## src/rtl/data_mem_pkg.sv

```systemverilog
// Shared definitions for the CPU data-memory responder: default geometry,
// access latency, counter width and FSM state encoding.
package data_mem_pkg;

    localparam int DATA_W_DEF        = 8;
    localparam int ADDR_W_DEF        = 8;
    localparam int ACCESS_CYCLES_DEF = 5;

    // Wide enough for ACCESS_CYCLES-1 with ACCESS_CYCLES up to 15.
    localparam int CNT_W = 4;

    typedef enum logic [1:0] {
        IDLE   = 2'd0,
        ACCESS = 2'd1,
        DONE   = 2'd2
    } state_e;

endpackage

```

## src/rtl/data_mem_array.sv

```systemverilog
// Word store for the data memory: synchronous write, combinational read,
// whole array cleared asynchronously by reset.
module data_mem_array
    import data_mem_pkg::*;
#(
    parameter int DATA_W = DATA_W_DEF,
    parameter int ADDR_W = ADDR_W_DEF
) (
    input  logic              clk,
    input  logic              rst,
    input  logic              we,
    input  logic [ADDR_W-1:0] addr,
    input  logic [DATA_W-1:0] wdata,
    output logic [DATA_W-1:0] rdata
);

    localparam int DEPTH = 2 ** ADDR_W;

    logic [DATA_W-1:0] mem [DEPTH];

    // Store update: reset wipes every word, otherwise write when enabled.
    always_ff @(posedge clk or posedge rst) begin
        if (rst) begin
            for (int i = 0; i < DEPTH; i++) begin
                mem[i] <= '0;
            end
        end else if (we) begin
            mem[addr] <= wdata;
        end
    end

    assign rdata = mem[addr];

endmodule

```

## src/rtl/data_mem_responder.sv

```systemverilog
// Responder side of the CPU load/store interface. A request seen in IDLE is
// latched, held for ACCESS_CYCLES edges in ACCESS, committed (write) or
// returned on READDATA (read), then the block rests one cycle in DONE.
//
// Handshake: BUSYWAIT is combinational and high while a request is pending
// in IDLE or being serviced in ACCESS; it drops in DONE, which is the cycle
// the CPU uses to deassert READ/WRITE. Requests seen in DONE are ignored;
// a request still held in the following IDLE cycle starts a new access.
// ACCESS_CYCLES must lie in 1..15 to fit the 4-bit counter.
module data_mem_responder
    import data_mem_pkg::*;
#(
    parameter int DATA_W        = DATA_W_DEF,
    parameter int ADDR_W        = ADDR_W_DEF,
    parameter int ACCESS_CYCLES = ACCESS_CYCLES_DEF
) (
    input  logic              CLK,
    input  logic              RESET,
    input  logic              READ,
    input  logic              WRITE,
    input  logic [ADDR_W-1:0] ADDRESS,
    input  logic [DATA_W-1:0] WRITEDATA,
    output logic [DATA_W-1:0] READDATA,
    output logic              BUSYWAIT
);

    localparam logic [1:0] S_IDLE   = IDLE;
    localparam logic [1:0] S_ACCESS = ACCESS;
    localparam logic [1:0] S_DONE   = DONE;

    localparam logic [CNT_W-1:0] CNT_LOAD = CNT_W'(ACCESS_CYCLES - 1);

    // Current FSM state, kept as a plain named signal so checkers can bind to it.
    logic [1:0]        state;
    logic [CNT_W-1:0]  cnt;
    logic              lat_wr;
    logic [ADDR_W-1:0] lat_addr;
    logic [DATA_W-1:0] lat_data;

    logic              req;
    logic              finish;
    logic              mem_we;
    logic [DATA_W-1:0] mem_rdata;

    assign req    = READ || WRITE;
    assign finish = (state == S_ACCESS) && (cnt == '0);
    // Reset clears the array asynchronously, so an aborted write never lands.
    assign mem_we = finish && lat_wr;

    // Stall signal: pending request in IDLE or any ACCESS cycle; forced low in reset.
    always_comb begin
        BUSYWAIT = 1'b0;
        if (!RESET) begin
            BUSYWAIT = ((state == S_IDLE) && req) || (state == S_ACCESS);
        end
    end

    // FSM, latency counter, request latches and registered load data.
    always_ff @(posedge CLK or posedge RESET) begin
        if (RESET) begin
            state    <= S_IDLE;
            cnt      <= '0;
            lat_wr   <= 1'b0;
            lat_addr <= '0;
            lat_data <= '0;
            READDATA <= '0;
        end else begin
            case (state)
                S_IDLE: begin
                    if (req) begin
                        // Simultaneous READ and WRITE is serviced as a write.
                        lat_wr   <= WRITE;
                        lat_addr <= ADDRESS;
                        lat_data <= WRITEDATA;
                        cnt      <= CNT_LOAD;
                        state    <= S_ACCESS;
                    end
                end
                S_ACCESS: begin
                    if (cnt != '0) begin
                        cnt <= cnt - 1'b1;
                    end else begin
                        if (!lat_wr) begin
                            READDATA <= mem_rdata;
                        end
                        state <= S_DONE;
                    end
                end
                S_DONE: begin
                    state <= S_IDLE;
                end
                default: begin
                    state <= S_IDLE;
                end
            endcase
        end
    end

    data_mem_array #(
        .DATA_W (DATA_W),
        .ADDR_W (ADDR_W)
    ) u_array (
        .clk   (CLK),
        .rst   (RESET),
        .we    (mem_we),
        .addr  (lat_addr),
        .wdata (lat_data),
        .rdata (mem_rdata)
    );

endmodule
```

## config.mk

```make
export PLATFORM = sky130hd
export DESIGN_NAME = data_mem_responder
export DESIGN_NICKNAME = d
export VERILOG_FILES = /design/src/rtl/data_mem_pkg.sv /design/src/rtl/data_mem_array.sv /design/src/rtl/data_mem_responder.sv
export SDC_FILE = /design/constraint.sdc
export NUM_CORES = 2
export LEC_CHECK = 0
export ABC_CLOCK_PERIOD_IN_PS = 81700
export BUFFER_PORTS_ARGS = -buffer_cell sky130_fd_sc_hd__buf_2
export CORE_ASPECT_RATIO = 0.7
export CORE_MARGIN = 5
export CORE_UTILIZATION = 60
export DETAILED_ROUTE_END_ITERATION = 7
export PLACE_DENSITY = 0.82
export SLEW_MARGIN = 20
export SYNTH_ARGS = -nofsm -noshare
export SYNTH_HDL_FRONTEND = slang
export SYNTH_SLANG_ARGS = --single-unit
```

## constraint.sdc

```tcl
create_clock -name CLK -period 81.7 [get_ports CLK]
set_input_delay 4.085 -clock CLK [delete_from_list [all_inputs] [get_ports CLK]]
set_output_delay 4.085 -clock CLK [all_outputs]
set_load 0.05 [all_outputs]
```

Yosys cells after proc, flatten, opt, wreduce, memory -nomap -nowiden
Index checks and enable logic that the tools add are counted.
{"block": "totals", "register_bits": 2079, "ram_bits": 0, "latchBits": 0, "mem_bits_ro": 0, "out_inout_bits": 9, "memories": 0}
{"block": "op_classes", "bitwise_logic": 3, "reduce_logical": 14, "multipliers": 0, "addsub": 1, "n_mux": 13, "shift": 0, "div_mod_pow": 0, "n_eq_ne": 4, "n_lt_le_gt_ge": 2}
{"cell": "$bwmux W2048", "count": 1}
{"cell": "$bmux W8 S8", "count": 1}
{"cell": "$demux W8 S8", "count": 1}
{"cell": "$mux W8", "count": 3}
{"cell": "$ge A9 B9 Y1 const B", "count": 1}
{"cell": "$lt A9 B1 Y1 const B", "count": 1}
{"cell": "$not A8 Y9", "count": 1}
{"cell": "$mux W4", "count": 2}
{"cell": "$pmux W4 S2", "count": 1}
{"cell": "$reduce_and A3 Y1", "count": 2}
{"cell": "$logic_and A1 B1 Y1", "count": 4}
{"cell": "$logic_not A4 Y1", "count": 1}
{"cell": "$mux W2", "count": 2}
{"cell": "$ne A2 B2 Y1 const B", "count": 2}
{"cell": "$pmux W2 S2", "count": 1}
{"cell": "$reduce_and A2 Y1", "count": 2}
{"cell": "$reduce_bool A4 Y1", "count": 1}
{"cell": "$sub A4 B1 Y4 const B", "count": 1}
{"cell": "$eq A2 B1 Y1 const B", "count": 1}
{"cell": "$logic_not A2 Y1", "count": 1}
{"cell": "$logic_or A1 B1 Y1", "count": 2}
{"cell": "$ne A2 B1 Y1 const B", "count": 1}
{"cell": "$not A1 Y1", "count": 2}
{"cell": "$reduce_bool A2 Y1", "count": 1}
{"cell": "$mux W1", "count": 1}

Logic depth before layout (Yosys ltp)
{"block": "depth", "word_depth": 6, "depth_mapped": 12, "depth_no_buf": 9}

Modules after synthesis
A second synthesis with hierarchy kept.
{"block": "hier_totals", "cells_unflattened": 5922, "area_unflattened_um2": 94175.3}
{"mod": "data_mem_array", "seq_area_each_um2": 51249.2, "n_inst": 1, "cells_per_inst": 5831, "area_each_um2": 92871.6}
{"mod": "data_mem_responder", "seq_area_each_um2": 775.7, "n_inst": 1, "cells_per_inst": 91, "area_each_um2": 1303.8}

Worst setup path before layout
Ideal clock, no wire load.
{"block": "synth_path", "kind": "input-to-output", "start": "input WRITE", "end": "output BUSYWAIT", "slack_ps": 72439, "cell_stages": 2, "arrival_ps": 5176, "n_path_buf": 0, "cell_sequence": "nor3_1 -> nor3_1"}
{"block": "synth_via", "elab_chain_len": 4}
{"item": "start, declared", "line": "data_mem_responder.sv:20", "source": "input logic WRITE,"}
{"item": "$logic_or A1 B1 Y1", "line": "data_mem_responder.sv:45", "source": "assign req = READ || WRITE;"}
{"item": "$logic_and A1 B1 Y1", "line": "data_mem_responder.sv:54", "source": "BUSYWAIT = ((state == S_IDLE) && req) || (state == S_ACCESS);"}
{"item": "$logic_or A1 B1 Y1", "line": "data_mem_responder.sv:54"}
{"item": "$mux W1", "line": "data_mem_responder.sv:53", "source": "if (!RESET) begin"}
{"item": "end, declared", "line": "data_mem_responder.sv:24", "source": "output logic BUSYWAIT"}
No other way between the ends.

Worst setup path after layout
Same ends and word-level chain as after synthesis.

==> run summary <==
Status - finished, final reports clean
CTS tree - built
CP arrival - 4.75 ns
Total grt overflow - 0
Vias per cell - 6.86
Worst min-delay path class - flop to flop
Layout Cells excl Fill - 8224
Die ar. - 169000 um2
Clock-pin slew on the worst setup and hold paths - 0.06 ns
Setup_tns - 0 ns
RSZ-0062 raised after global routing - false
Syn_nets - 6070
Top-count cell post-synth - dfrtp_1
Nature of the critical path endpoint - output pin
GRT Overall Usage - 31.0%
P&R area growth vs syn - 8.22%
CP delay by family, top - buffers and inverters
Total wire length - 260000 um
Origin of the critical flop-to-flop path - lat_addr[1]
Power per cell area - 27.5 nW/um2
Initial antenna violation count - 8
Leakage power - 50.2 nW
Synthesized cell area - 96500 um2
Final Hold Fails - 0
Leading area contributor after synthesis - dfrtp_1
Hold-fix buffers at CTS - 0
Total number of vias - 56.4k
Minimum clock period - 8.83 ns
Clock skew - 0.0294 ns
Fraction of registers with async set/reset - 100%
Post-CTS Resized - 0
Worst-path fanout max - 3
# placed instances - 7874
Worst-Skew Late Latency - 0.84 ns
Relative slew slack - 13.0%
EDFF count, synth - 0
Core outline area - 160000 um2
RePlAce Congestion - 0.906
DR iter-0 viols - 6124
Register bit total from synthesis - 2079
Yosys warns - 0
Worst EP required - 77.61 ns
Remaining antenna violation count - 0
Syn avg cell area - 16.0 um2
CP cell instances - buf_2 -> nor3_1 -> nor3_1 -> buf_2
Yosys top cell area share - 53.9%
Max Freq - 113 MHz
Worst setup path category - input pin to output pin
Routed wire per std cell - 31.6 um
DRC viols - 0
Period Utilization, post-route - 10.8%
Initial Utilization - 60.2%
Vias in the first global route - 58.4k
Hold Crit Start - u_array.mem[823]
Worst-margin pin slew - 1.30 ns
Max-slew violations - 0
Yosys cell types - 77
Largest net degree at the start of global routing - 213
Layout fillers - 10.8k
Sink Count - 2079
I/O Buffers - 28
Core Rows - 123
Max clock buf depth - 3
R2R Setup Slk - 75.95 ns
Synth top area cells - dfrtp_1 (54%), mux2_2 (23%), mux4_2 (11%)
First-pass GRT wire length - 393000 um
Die width - 489 um
Hpwl dp - 163000 um
CP Launch Type - input pin
WP buf/inv - 2
Commonest cells post-synth - dfrtp_1 (2079), mux2_2 (1977), mux4_2 (464)
Top_reg_cell synth - dfrtp_1
Register area share after synthesis - 53.9%
# setup viols final - 0
Number of max-cap violations - 0
DRT Pass-1 Iters - 7
Htree depth - 4
CTS root buffer - clkbuf_16
Post-Syn Instances - 6049
Worst VDD drop - 0.0370 mV
Slowest cell on the critical path - nor3_1
Layout cells sized above 1 - 52.7%
Die Span Y - 346 um
Critical path launch point - WRITE
Post-CTS setup buffer count - 0
CTS Buf Count - 191
# IOs - 29
Final nets - 5964
Max incr delay on CP - 0.24 ns
-- metal layers --
metal | wire length [um] | GRT usage, %
met3 | 28000 | 10.2
met1 | 108000 | 45.6
met2 | 113000 | 43.1
met5 | 57 | 0
met4 | 11300 | 12.2
-- worst paths after layout --
| path | to | cells after the start |
|---|---|---|
| max | BUSYWAIT | 4 |
| min | u_array.mem[823] | 1 |
| max reg2reg | READDATA[7] | 10 |
| min reg2reg | u_array.mem[823] | 1 |
| max in group asynchronous | u_array.mem[1616] | 6 |
| min in group asynchronous | state[1] | 2 |
-- kinds of logic after synthesis --
logic type,Yosys count,synth area share (%)
flip-flops,2079,53.9
AO/OA/AOI/OAI,326,2.48
multiplexers,2665,36.6
buffers and inverters,450,2.64
XOR/XNOR,2,0.0182
AND/OR/NAND/NOR,526,4.30
adder cells (fa/ha/maj),1,0.0130
-- cell usage in the layout, fill, tap and decap left out, types with 74 or more instances in the layout --
cell / n
dfrtp_1: 2064
mux2_2: 1977
mux4_2: 464
clkbuf_16: 195
nor2_4: 109
nor2_2: 108
mux2i_1: 104
mux2_1: 103
buf_4: 101
a22oi_1: 90
nand2_1: 74
-- metrics by stage --
stage          total power (W)  cell area [um2]  hold slack, ns  util [%]  worst slack, ns
2_1_floorplan          0.00166            96500           0.449         -            18.89
3_3_place_gp           0.00192            97900           0.460      61.1            72.71
3_5_place_dp           0.00193            97900           0.468      61.1            72.85
4_1_cts                0.00286           104000           0.483      65.2            72.85
5_1_grt                0.00295           104000           0.490      65.2            72.76
6_report               0.00287           104000           0.479      65.2            72.87
-- power breakdown --
part	total (W)	switching [W]	internal, W
combinational	0.000789	0.000577	0.000212
sequential	0.00115	0.0000876	0.00107
clock	0.000931	0.000402	0.000529
total	0.00287	0.00107	0.00181
-- final cells by class --
type                            count  area (um2)  area share, %
Tap cell                         2125        2660           2.55
Timing Repair Buffer              144        1170           1.12
Sequential cell                  2079       52100           49.9
Antenna cell                        1        2.50        0.00240
Inverter                            7        35.0         0.0335
Multi-Input combinational cell   3520       42000           40.2
Clock inverter                     66         823          0.788
Clock buffer                      282        5680           5.44
-- worst register-to-register path: stages (launching register included) --
cell and delay [ns]:
dfrtp_4 0.96, buf_4 0.76, buf_12 0.70, buf_4 0.78
mux4_2 0.70, nor2_1 0.09, a2111oi_0 0.09, nor4_1 0.40
a311oi_1 0.30, or4_1 0.53, o32a_1 0.32
-- flip-flops by register name, summed over array words and instances (netlist names) --
name,cells
lat_wr,1
lat_addr,8
READDATA,8
lat_data,8
cnt,4
state,2
u_array.mem,2048
(Power assumes the default switching activity.)
